==> config.mk <==
export PLATFORM = sky130hd
export DESIGN_NAME = apb_slave_regfile_flat
export DESIGN_NICKNAME = d
export VERILOG_FILES = /design/src/rtl/apb_slave_regfile_if.sv /design/src/rtl/apb_slave_regfile.sv /design/src/flat_wrapper.sv
export SDC_FILE = /design/constraint.sdc
export NUM_CORES = 1
export LEC_CHECK = 0
export BUFFER_PORTS_ARGS = -buffer_cell sky130_fd_sc_hd__buf_2
export CORE_UTILIZATION = 25
export DETAILED_ROUTE_END_ITERATION = 7
export GPL_ROUTABILITY_DRIVEN = 0
export PLACE_DENSITY = 0.49
export REMOVE_ABC_BUFFERS = 1
export SYNTH_ARGS = -nofsm -noshare
export SYNTH_HDL_FRONTEND = slang
export SYNTH_SLANG_ARGS = --single-unit
==> constraint.sdc <==
create_clock -name hclk -period 11.3 [get_ports hclk]
set_input_delay 0.565 -clock hclk [delete_from_list [all_inputs] [get_ports hclk]]
set_output_delay 0.565 -clock hclk [all_outputs]
set_load 0.01 [all_outputs]
==> src/rtl/apb_slave_regfile_if.sv <==
// APB3 bus bundle between the AHB-to-APB bridge (master) and the register bank (slave).
interface apb_slave_regfile_if #(
    parameter int ADDR_WIDTH = 32,
    parameter int DATA_WIDTH = 32
);
    logic                  psel;
    logic                  penable;
    logic                  pwrite;
    logic [ADDR_WIDTH-1:0] paddr;
    logic [DATA_WIDTH-1:0] pwdata;
    logic [DATA_WIDTH-1:0] prdata;
    logic                  pready;
    logic                  pslverr;

    modport master (
        output psel, penable, pwrite, paddr, pwdata,
        input  prdata, pready, pslverr
    );

    modport slave (
        input  psel, penable, pwrite, paddr, pwdata,
        output prdata, pready, pslverr
    );
endinterface

==> src/rtl/apb_slave_regfile.sv <==
// APB3 slave register bank: WAIT_CFG, general registers, read-only XFER_CNT, programmable wait states.
// Optional error response on illegal accesses is enabled by defining APB_SLV_PSLVERR_EN.
module apb_slave_regfile #(
    parameter int                    ADDR_WIDTH = 32,
    parameter int                    DATA_WIDTH = 32,
    parameter int                    NUM_REGS   = 16,
    parameter logic [ADDR_WIDTH-1:0] BASE_ADDR  = 32'h4000_0000
) (
    input  logic                hclk,
    input  logic                hreset_n,
    apb_slave_regfile_if.slave  bus
);
    localparam int                    IDX_W   = $clog2(NUM_REGS);
    localparam logic [IDX_W-1:0]      CNT_IDX = IDX_W'(NUM_REGS - 1);
    localparam logic [ADDR_WIDTH-1:0] SPAN    = ADDR_WIDTH'(4 * NUM_REGS);
    localparam logic [DATA_WIDTH-1:0] ONE     = {{(DATA_WIDTH-1){1'b0}}, 1'b1};
    localparam logic [DATA_WIDTH-1:0] ZERO    = {DATA_WIDTH{1'b0}};

    typedef enum logic [1:0] {
        ST_IDLE   = 2'd0,
        ST_SETUP  = 2'd1,
        ST_ACCESS = 2'd2
    } state_t;

    state_t                state_r;
    state_t                next_state_s;
    state_t                phase_s;

    logic [ADDR_WIDTH-1:0] offset_s;
    logic [IDX_W-1:0]      idx_s;
    logic                  err_s;
    logic [DATA_WIDTH-1:0] rd_now_s;
    logic [DATA_WIDTH-1:0] rd_late_s;

    logic [IDX_W-1:0]      idx_r;
    logic                  wr_r;
    logic [DATA_WIDTH-1:0] wdata_r;
    logic                  err_r;
    logic [3:0]            cnt_r;
    logic                  pready_r;
    logic [DATA_WIDTH-1:0] prdata_r;
    logic [DATA_WIDTH-1:0] regs_r [NUM_REGS];

    logic [3:0]            cnt_nxt_s;
    logic                  pready_nxt_s;
    logic [DATA_WIDTH-1:0] prdata_nxt_s;
    logic                  commit_s;

    // Address decode of the live bus and read-data selection for both response points.
    always_comb begin
        offset_s = bus.paddr - BASE_ADDR;
        idx_s    = offset_s[IDX_W+1:2];
        if ((bus.paddr[1:0] != 2'b00) || (bus.paddr < BASE_ADDR) || (offset_s >= SPAN)) begin
            err_s = 1'b1;
        end else if (bus.pwrite && (idx_s == CNT_IDX)) begin
            err_s = 1'b1;
        end else begin
            err_s = 1'b0;
        end
        rd_now_s  = (bus.pwrite || err_s) ? ZERO : regs_r[idx_s];
        rd_late_s = (wr_r || err_r) ? ZERO : regs_r[idx_r];
    end

    // Current phase and next state. SETUP is recognised in the cycle the master presents it,
    // so the registered state only ever holds IDLE or ACCESS.
    always_comb begin
        phase_s      = state_r;
        next_state_s = ST_IDLE;
        case (state_r)
            ST_IDLE: begin
                if (bus.psel && !bus.penable) begin
                    phase_s      = ST_SETUP;
                    next_state_s = ST_ACCESS;
                end else begin
                    next_state_s = ST_IDLE;
                end
            end
            ST_ACCESS: begin
                if (!bus.psel) begin
                    next_state_s = ST_IDLE;
                end else if (bus.penable && pready_r) begin
                    next_state_s = ST_IDLE;
                end else begin
                    next_state_s = ST_ACCESS;
                end
            end
            default: begin
                phase_s      = ST_IDLE;
                next_state_s = ST_IDLE;
            end
        endcase
    end

    // State register.
    always_ff @(posedge hclk) begin
        if (!hreset_n) begin
            state_r <= ST_IDLE;
        end else begin
            state_r <= next_state_s;
        end
    end

    // Wait counter, pready and read data: pready rises once the counter has run out.
    always_comb begin
        cnt_nxt_s    = cnt_r;
        pready_nxt_s = 1'b0;
        prdata_nxt_s = ZERO;
        commit_s     = 1'b0;
        case (phase_s)
            ST_SETUP: begin
                cnt_nxt_s    = regs_r[0][3:0];
                pready_nxt_s = (regs_r[0][3:0] == 4'd0);
                prdata_nxt_s = (regs_r[0][3:0] == 4'd0) ? rd_now_s : ZERO;
            end
            ST_ACCESS: begin
                if (!bus.psel) begin
                    cnt_nxt_s = 4'd0;
                end else if (pready_r) begin
                    if (bus.penable) begin
                        commit_s = !err_r;
                    end else begin
                        pready_nxt_s = 1'b1;
                        prdata_nxt_s = rd_late_s;
                    end
                end else begin
                    cnt_nxt_s    = cnt_r - 4'd1;
                    pready_nxt_s = (cnt_r == 4'd1);
                    prdata_nxt_s = (cnt_r == 4'd1) ? rd_late_s : ZERO;
                end
            end
            default: begin
                cnt_nxt_s = cnt_r;
            end
        endcase
    end

    // Transfer latches, response registers and the register bank itself.
    always_ff @(posedge hclk) begin
        if (!hreset_n) begin
            idx_r    <= {IDX_W{1'b0}};
            wr_r     <= 1'b0;
            wdata_r  <= ZERO;
            err_r    <= 1'b0;
            cnt_r    <= 4'd0;
            pready_r <= 1'b0;
            prdata_r <= ZERO;
            for (int i = 0; i < NUM_REGS; i++) begin
                regs_r[i] <= ZERO;
            end
        end else begin
            cnt_r    <= cnt_nxt_s;
            pready_r <= pready_nxt_s;
            prdata_r <= prdata_nxt_s;
            if (phase_s == ST_SETUP) begin
                idx_r   <= idx_s;
                wr_r    <= bus.pwrite;
                wdata_r <= bus.pwdata;
                err_r   <= err_s;
            end
            if (commit_s) begin
                if (wr_r) begin
                    if (idx_r == {IDX_W{1'b0}}) begin
                        regs_r[0] <= {{(DATA_WIDTH-4){1'b0}}, wdata_r[3:0]};
                    end else begin
                        regs_r[idx_r] <= wdata_r;
                    end
                end
                regs_r[CNT_IDX] <= regs_r[CNT_IDX] + ONE;
            end
        end
    end

    assign bus.pready = pready_r;
    assign bus.prdata = prdata_r;

`ifdef APB_SLV_PSLVERR_EN
    logic pslverr_r;

    // Error flag travels with pready for illegal accesses.
    always_ff @(posedge hclk) begin
        if (!hreset_n) begin
            pslverr_r <= 1'b0;
        end else if (pready_nxt_s) begin
            pslverr_r <= (phase_s == ST_SETUP) ? err_s : err_r;
        end else begin
            pslverr_r <= 1'b0;
        end
    end

    assign bus.pslverr = pslverr_r;
`else
    assign bus.pslverr = 1'b0;
`endif
endmodule

==> src/flat_wrapper.sv <==
// flat-port wrapper written by rule: the top's interface ports become plain ports
module apb_slave_regfile_flat 
#(
    parameter int                    ADDR_WIDTH = 32,
    parameter int                    DATA_WIDTH = 32,
    parameter int                    NUM_REGS   = 16,
    parameter logic [ADDR_WIDTH-1:0] BASE_ADDR  = 32'h4000_0000
)
  (hclk, hreset_n, bus_psel, bus_penable, bus_pwrite, bus_paddr, bus_pwdata, bus_prdata, bus_pready, bus_pslverr);
  apb_slave_regfile_if #(.ADDR_WIDTH(ADDR_WIDTH), .DATA_WIDTH(DATA_WIDTH)) bus_i ();
  input  logic hclk;
  input  logic hreset_n;
  input wire logic [$bits(bus_i.psel)-1:0] bus_psel;
  input wire logic [$bits(bus_i.penable)-1:0] bus_penable;
  input wire logic [$bits(bus_i.pwrite)-1:0] bus_pwrite;
  input wire logic [$bits(bus_i.paddr)-1:0] bus_paddr;
  input wire logic [$bits(bus_i.pwdata)-1:0] bus_pwdata;
  output wire logic [$bits(bus_i.prdata)-1:0] bus_prdata;
  output wire logic [$bits(bus_i.pready)-1:0] bus_pready;
  output wire logic [$bits(bus_i.pslverr)-1:0] bus_pslverr;
  assign bus_i.psel = bus_psel;
  assign bus_i.penable = bus_penable;
  assign bus_i.pwrite = bus_pwrite;
  assign bus_i.paddr = bus_paddr;
  assign bus_i.pwdata = bus_pwdata;
  assign bus_prdata = bus_i.prdata;
  assign bus_pready = bus_i.pready;
  assign bus_pslverr = bus_i.pslverr;
  apb_slave_regfile #(.ADDR_WIDTH(ADDR_WIDTH), .DATA_WIDTH(DATA_WIDTH), .NUM_REGS(NUM_REGS), .BASE_ADDR(BASE_ADDR)) u_core (.hclk(hclk), .hreset_n(hreset_n), .bus(bus_i));
endmodule
==> flow_summary.ini <==
[sta]
hold_slack_ps = 162
slew_violations = 0
fmax_mhz = 263
skew_ps = 25.9
fin_crit_sh = 0.336
hold_violations = 0
setup_ws_ps = 7500
worstMarginPinSlew_ps = 1190
slew_headroom = 0.201
setup_viol_count_final = 0
setup-tns-final_ps = 0
period_minus_slack_ps = 3800
grt_setup_unrepaired = no

[min_path]
hold_end = u_core.wdata_r[12]$_SDFFE_PN0P_
holdPathStages = 3
min_from = bus_pwdata[12]
hp-class = input pin to flip-flop

[clock_tree]
cts_setup_buffers = 0
cts_hold_buf = 0
cts_tree = yes
cts_buffer_depth = 3
cts_sinks = 592
clock_latency_ps = 630
htreeDepth = 3
cts_root_buffer = clkbuf_16
clkTransAtPathRegs_ps = 60
cts_buffers = 73
post_cts_resized = 0

[drt]
detail-route-antenna-nets = 0
dr_total_vias = 20700
drt_iter0_drc = 2263
routed_wl_mm = 109
drt-pass1-iter-count = 6
drc = 0
wl_per_cell_um = 26.9
routed_via_density = 5.13

[setup_path]
worstPathArrival_ps = 4250
worst_r2r_path_depth = 8
critPathKind = flip-flop to flip-flop
cp_max_fo = 38
ff2ff_setup_slack_ps = 7500
r2r-end = u_core.bus.prdata[13]$_SDFF_PN0_
startpoint_type = flip-flop
crit_required_ps = 11750
end_kind = flip-flop

[synthesis]
ys_ff_latch = 592
synth_top_flop_cell = edfxtp_1
synthCells = 2296
netlist_area_um2 = 30600
async_flop_share = 0
synth_top_cell_by_area = edfxtp_1
yosys_warnings = 0
synth-edff-count = 512
seq_area_frac_synth = 0.554
syn_area_per_cell_um2 = 13.3
synthTopCellsByArea = edfxtp_1 (50%), mux4_2 (12%), and2_1 (9.3%)
synth_top_area_frac = 0.502
yosysUniqueCellTypes = 56

[final_layout]
final_nets = 2417
area_growth_syn_to_layout_pct = 16.2
stdcell_count = 4031
drive_gt1_frac = 0.213
finalInstanceArea_um2 = 35600

[status]
status = complete, no violations

[grt]
grt_pass1_wl_mm = 155
grt_max_degree = 117
antenna_found_initial = 7
grt.overflow.total = 0
first_global_vias = 21100
grtUsageTotal = 0.172

[floorplanning]
initial_core_util = 0.252
io_pins = 103
die_h_um = 352
fp-row-count = 128
die_width_um = 352
core_area_um2 = 122000
die_area_um2 = 124000

[placed_design]
place_inst = 3895
dp_worst_setup_slack_ps = 6800
place_area_um2 = 33000
port_buffers = 101
dp_hpwl_mm = 64.2

[power_and_ir_drop]
max-vdd-ir-drop_mv = 0.0989
p_leak_nw = 12.2
p_per_area_nw_per_um2 = 154

[job]
drv_cap = 0
## Yosys cell counts, types with 3 or more instances
cell type	instances
clkbuf_1	135
inv_1	8
a21oi_1	85
xor2_1	14
nand3_1	16
mux2_2	32
nor2b_1	3
nor3_1	22
edfxtp_1	512
a211oi_1	5
mux2i_1	213
or3_1	26
buf_1	12
nor2_1	87
nor4_1	10
o211ai_1	15
or4_1	4
nand2_1	100
ha_1	3
mux4_2	166
xnor2_1	6
o21ai_1	13
and4_1	3
o22a_1	30
and2_1	455
nor2_8	3
nand2b_1	8
buf_2	46
o21ai_0	27
buf_4	3
o22ai_1	61
a221oi_1	30
nand4_1	10
o32ai_1	15
buf_6	11
dfxtp_1	80
## per-layer routing
metal | vias up | routed length [um] | global-route usage
li1 | 8772 | - | -
met1 | 10800 | 46900 | 0.235
met2 | 929 | 50700 | 0.276
met3 | 218 | 7440 | 0.0260
met4 | 2 | 3470 | 0.0575
met5 | - | 16 | 0
## cell type report
class / instances / area (um^2)
Sequential cell: 592 / 17000
Tap cell: 1625 / 2030
Multi-Input combinational cell: 1515 / 13000
Fill cell: 12300 / 86100
Timing Repair Buffer: 153 / 942
Antenna cell: 2 / 5.00
Clock inverter: 49 / 669
Inverter: 10 / 37.5
Clock buffer: 85 / 1870
## cells by family after synthesis
| group | share of synthesized area |
|---|---|
| adders and majority gates | 0.00123 |
| DFF | 0.554 |
| xor gates and xnor gates | 0.00572 |
| buffers and inverters | 0.0315 |
| and+or+nand+nor | 0.143 |
| other | 0.000122 |
| muxes | 0.203 |
| AOI/OAI and AO/OA | 0.0612 |
## sequential cells by signal, indices dropped and copies added, names as in the netlist, named ones only
signal,count
u_core.regs_r,512
u_core.bus.prdata,32
u_core.wdata_r,32
u_core.cnt_r,4
u_core.idx_r,4
u_core.bus.pready,1
u_core.err_r,1
u_core.state_r,1
u_core.wr_r,1
## cell usage in the layout, fill, tap and decap left out, types with 6 or more instances in the layout
cell type   synthesis  layout
o21ai_0            27      15
nor3_1             22      19
nand2_1           100      99
a221oi_1           30      30
and2_1            455     454
mux2_2             32      32
nand4_1            10      10
o21ai_4             0      12
a21oi_1            85      85
clkinv_1            2      10
clkinvlp_4          0       6
xor2_1             14      14
o22a_1             30      30
nor4_1             10       9
nor2_4              0       8
dfxtp_1            80      77
buf_2              46      97
clkinv_2            0      14
o32ai_1            15      15
clkbuf_16           0      73
or3_1              26      25
nor2_1             87      79
clkbuf_1          135      12
edfxtp_1          512     512
bufinv_16           0      13
nand3_1            16      16
buf_4               3      52
mux2i_1           213     213
o22ai_1            61      61
o21ai_1            13      13
conb_1              1      29
o211ai_1           15      15
inv_1               8       8
mux4_2            166     166
xnor2_1             6       6
## report_power, final
group          total [mW]  leakage, nW  internal, mW  switching, mW
clock                2.52         1.22          1.50           1.01
combinational       0.444         5.10         0.183          0.261
sequential           2.53         5.92          2.45         0.0822
## per-stage QoR
stage / total power, mW / util
after CTS: 5.54 / 0.292
after global placement: 3.00 / 0.271
after detailed placement: 3.02 / 0.271
after global routing: 5.65 / 0.292
after floorplan: 2.82 / -
final: 5.49 / 0.292
## critical path, cell delays in order (launching register included)
cell and delay (ps):
dfxtp_2 310, buf_4 470, buf_4 570, nor2b_4 750
buf_4 520, a221oi_1 260, or3_1 400, o211ai_1 90
o21ai_1 140
## how the worst max path moves through the flow
stage	from	endpoint	slack, ps	cells after the start
3_3_place_gp	hreset_n	u_core.regs_r[8][27]$_SDFFCE_PN0P_	6770	8
4_1_cts	hreset_n	u_core.regs_r[8][0]$_SDFFCE_PN0P_	7480	8
2_1_floorplan	flip-flop	u_core.bus.prdata[29]$_SDFF_PN0_	2740	5
6_report	flip-flop	u_core.bus.prdata[13]$_SDFF_PN0_	7500	8
3_5_place_dp	hreset_n	u_core.regs_r[8][27]$_SDFFCE_PN0P_	6800	8
5_1_grt	hreset_n	u_core.regs_r[8][27]$_SDFFCE_PN0P_	7350	8
No activity file was read; power rests on OpenSTA's default activity.
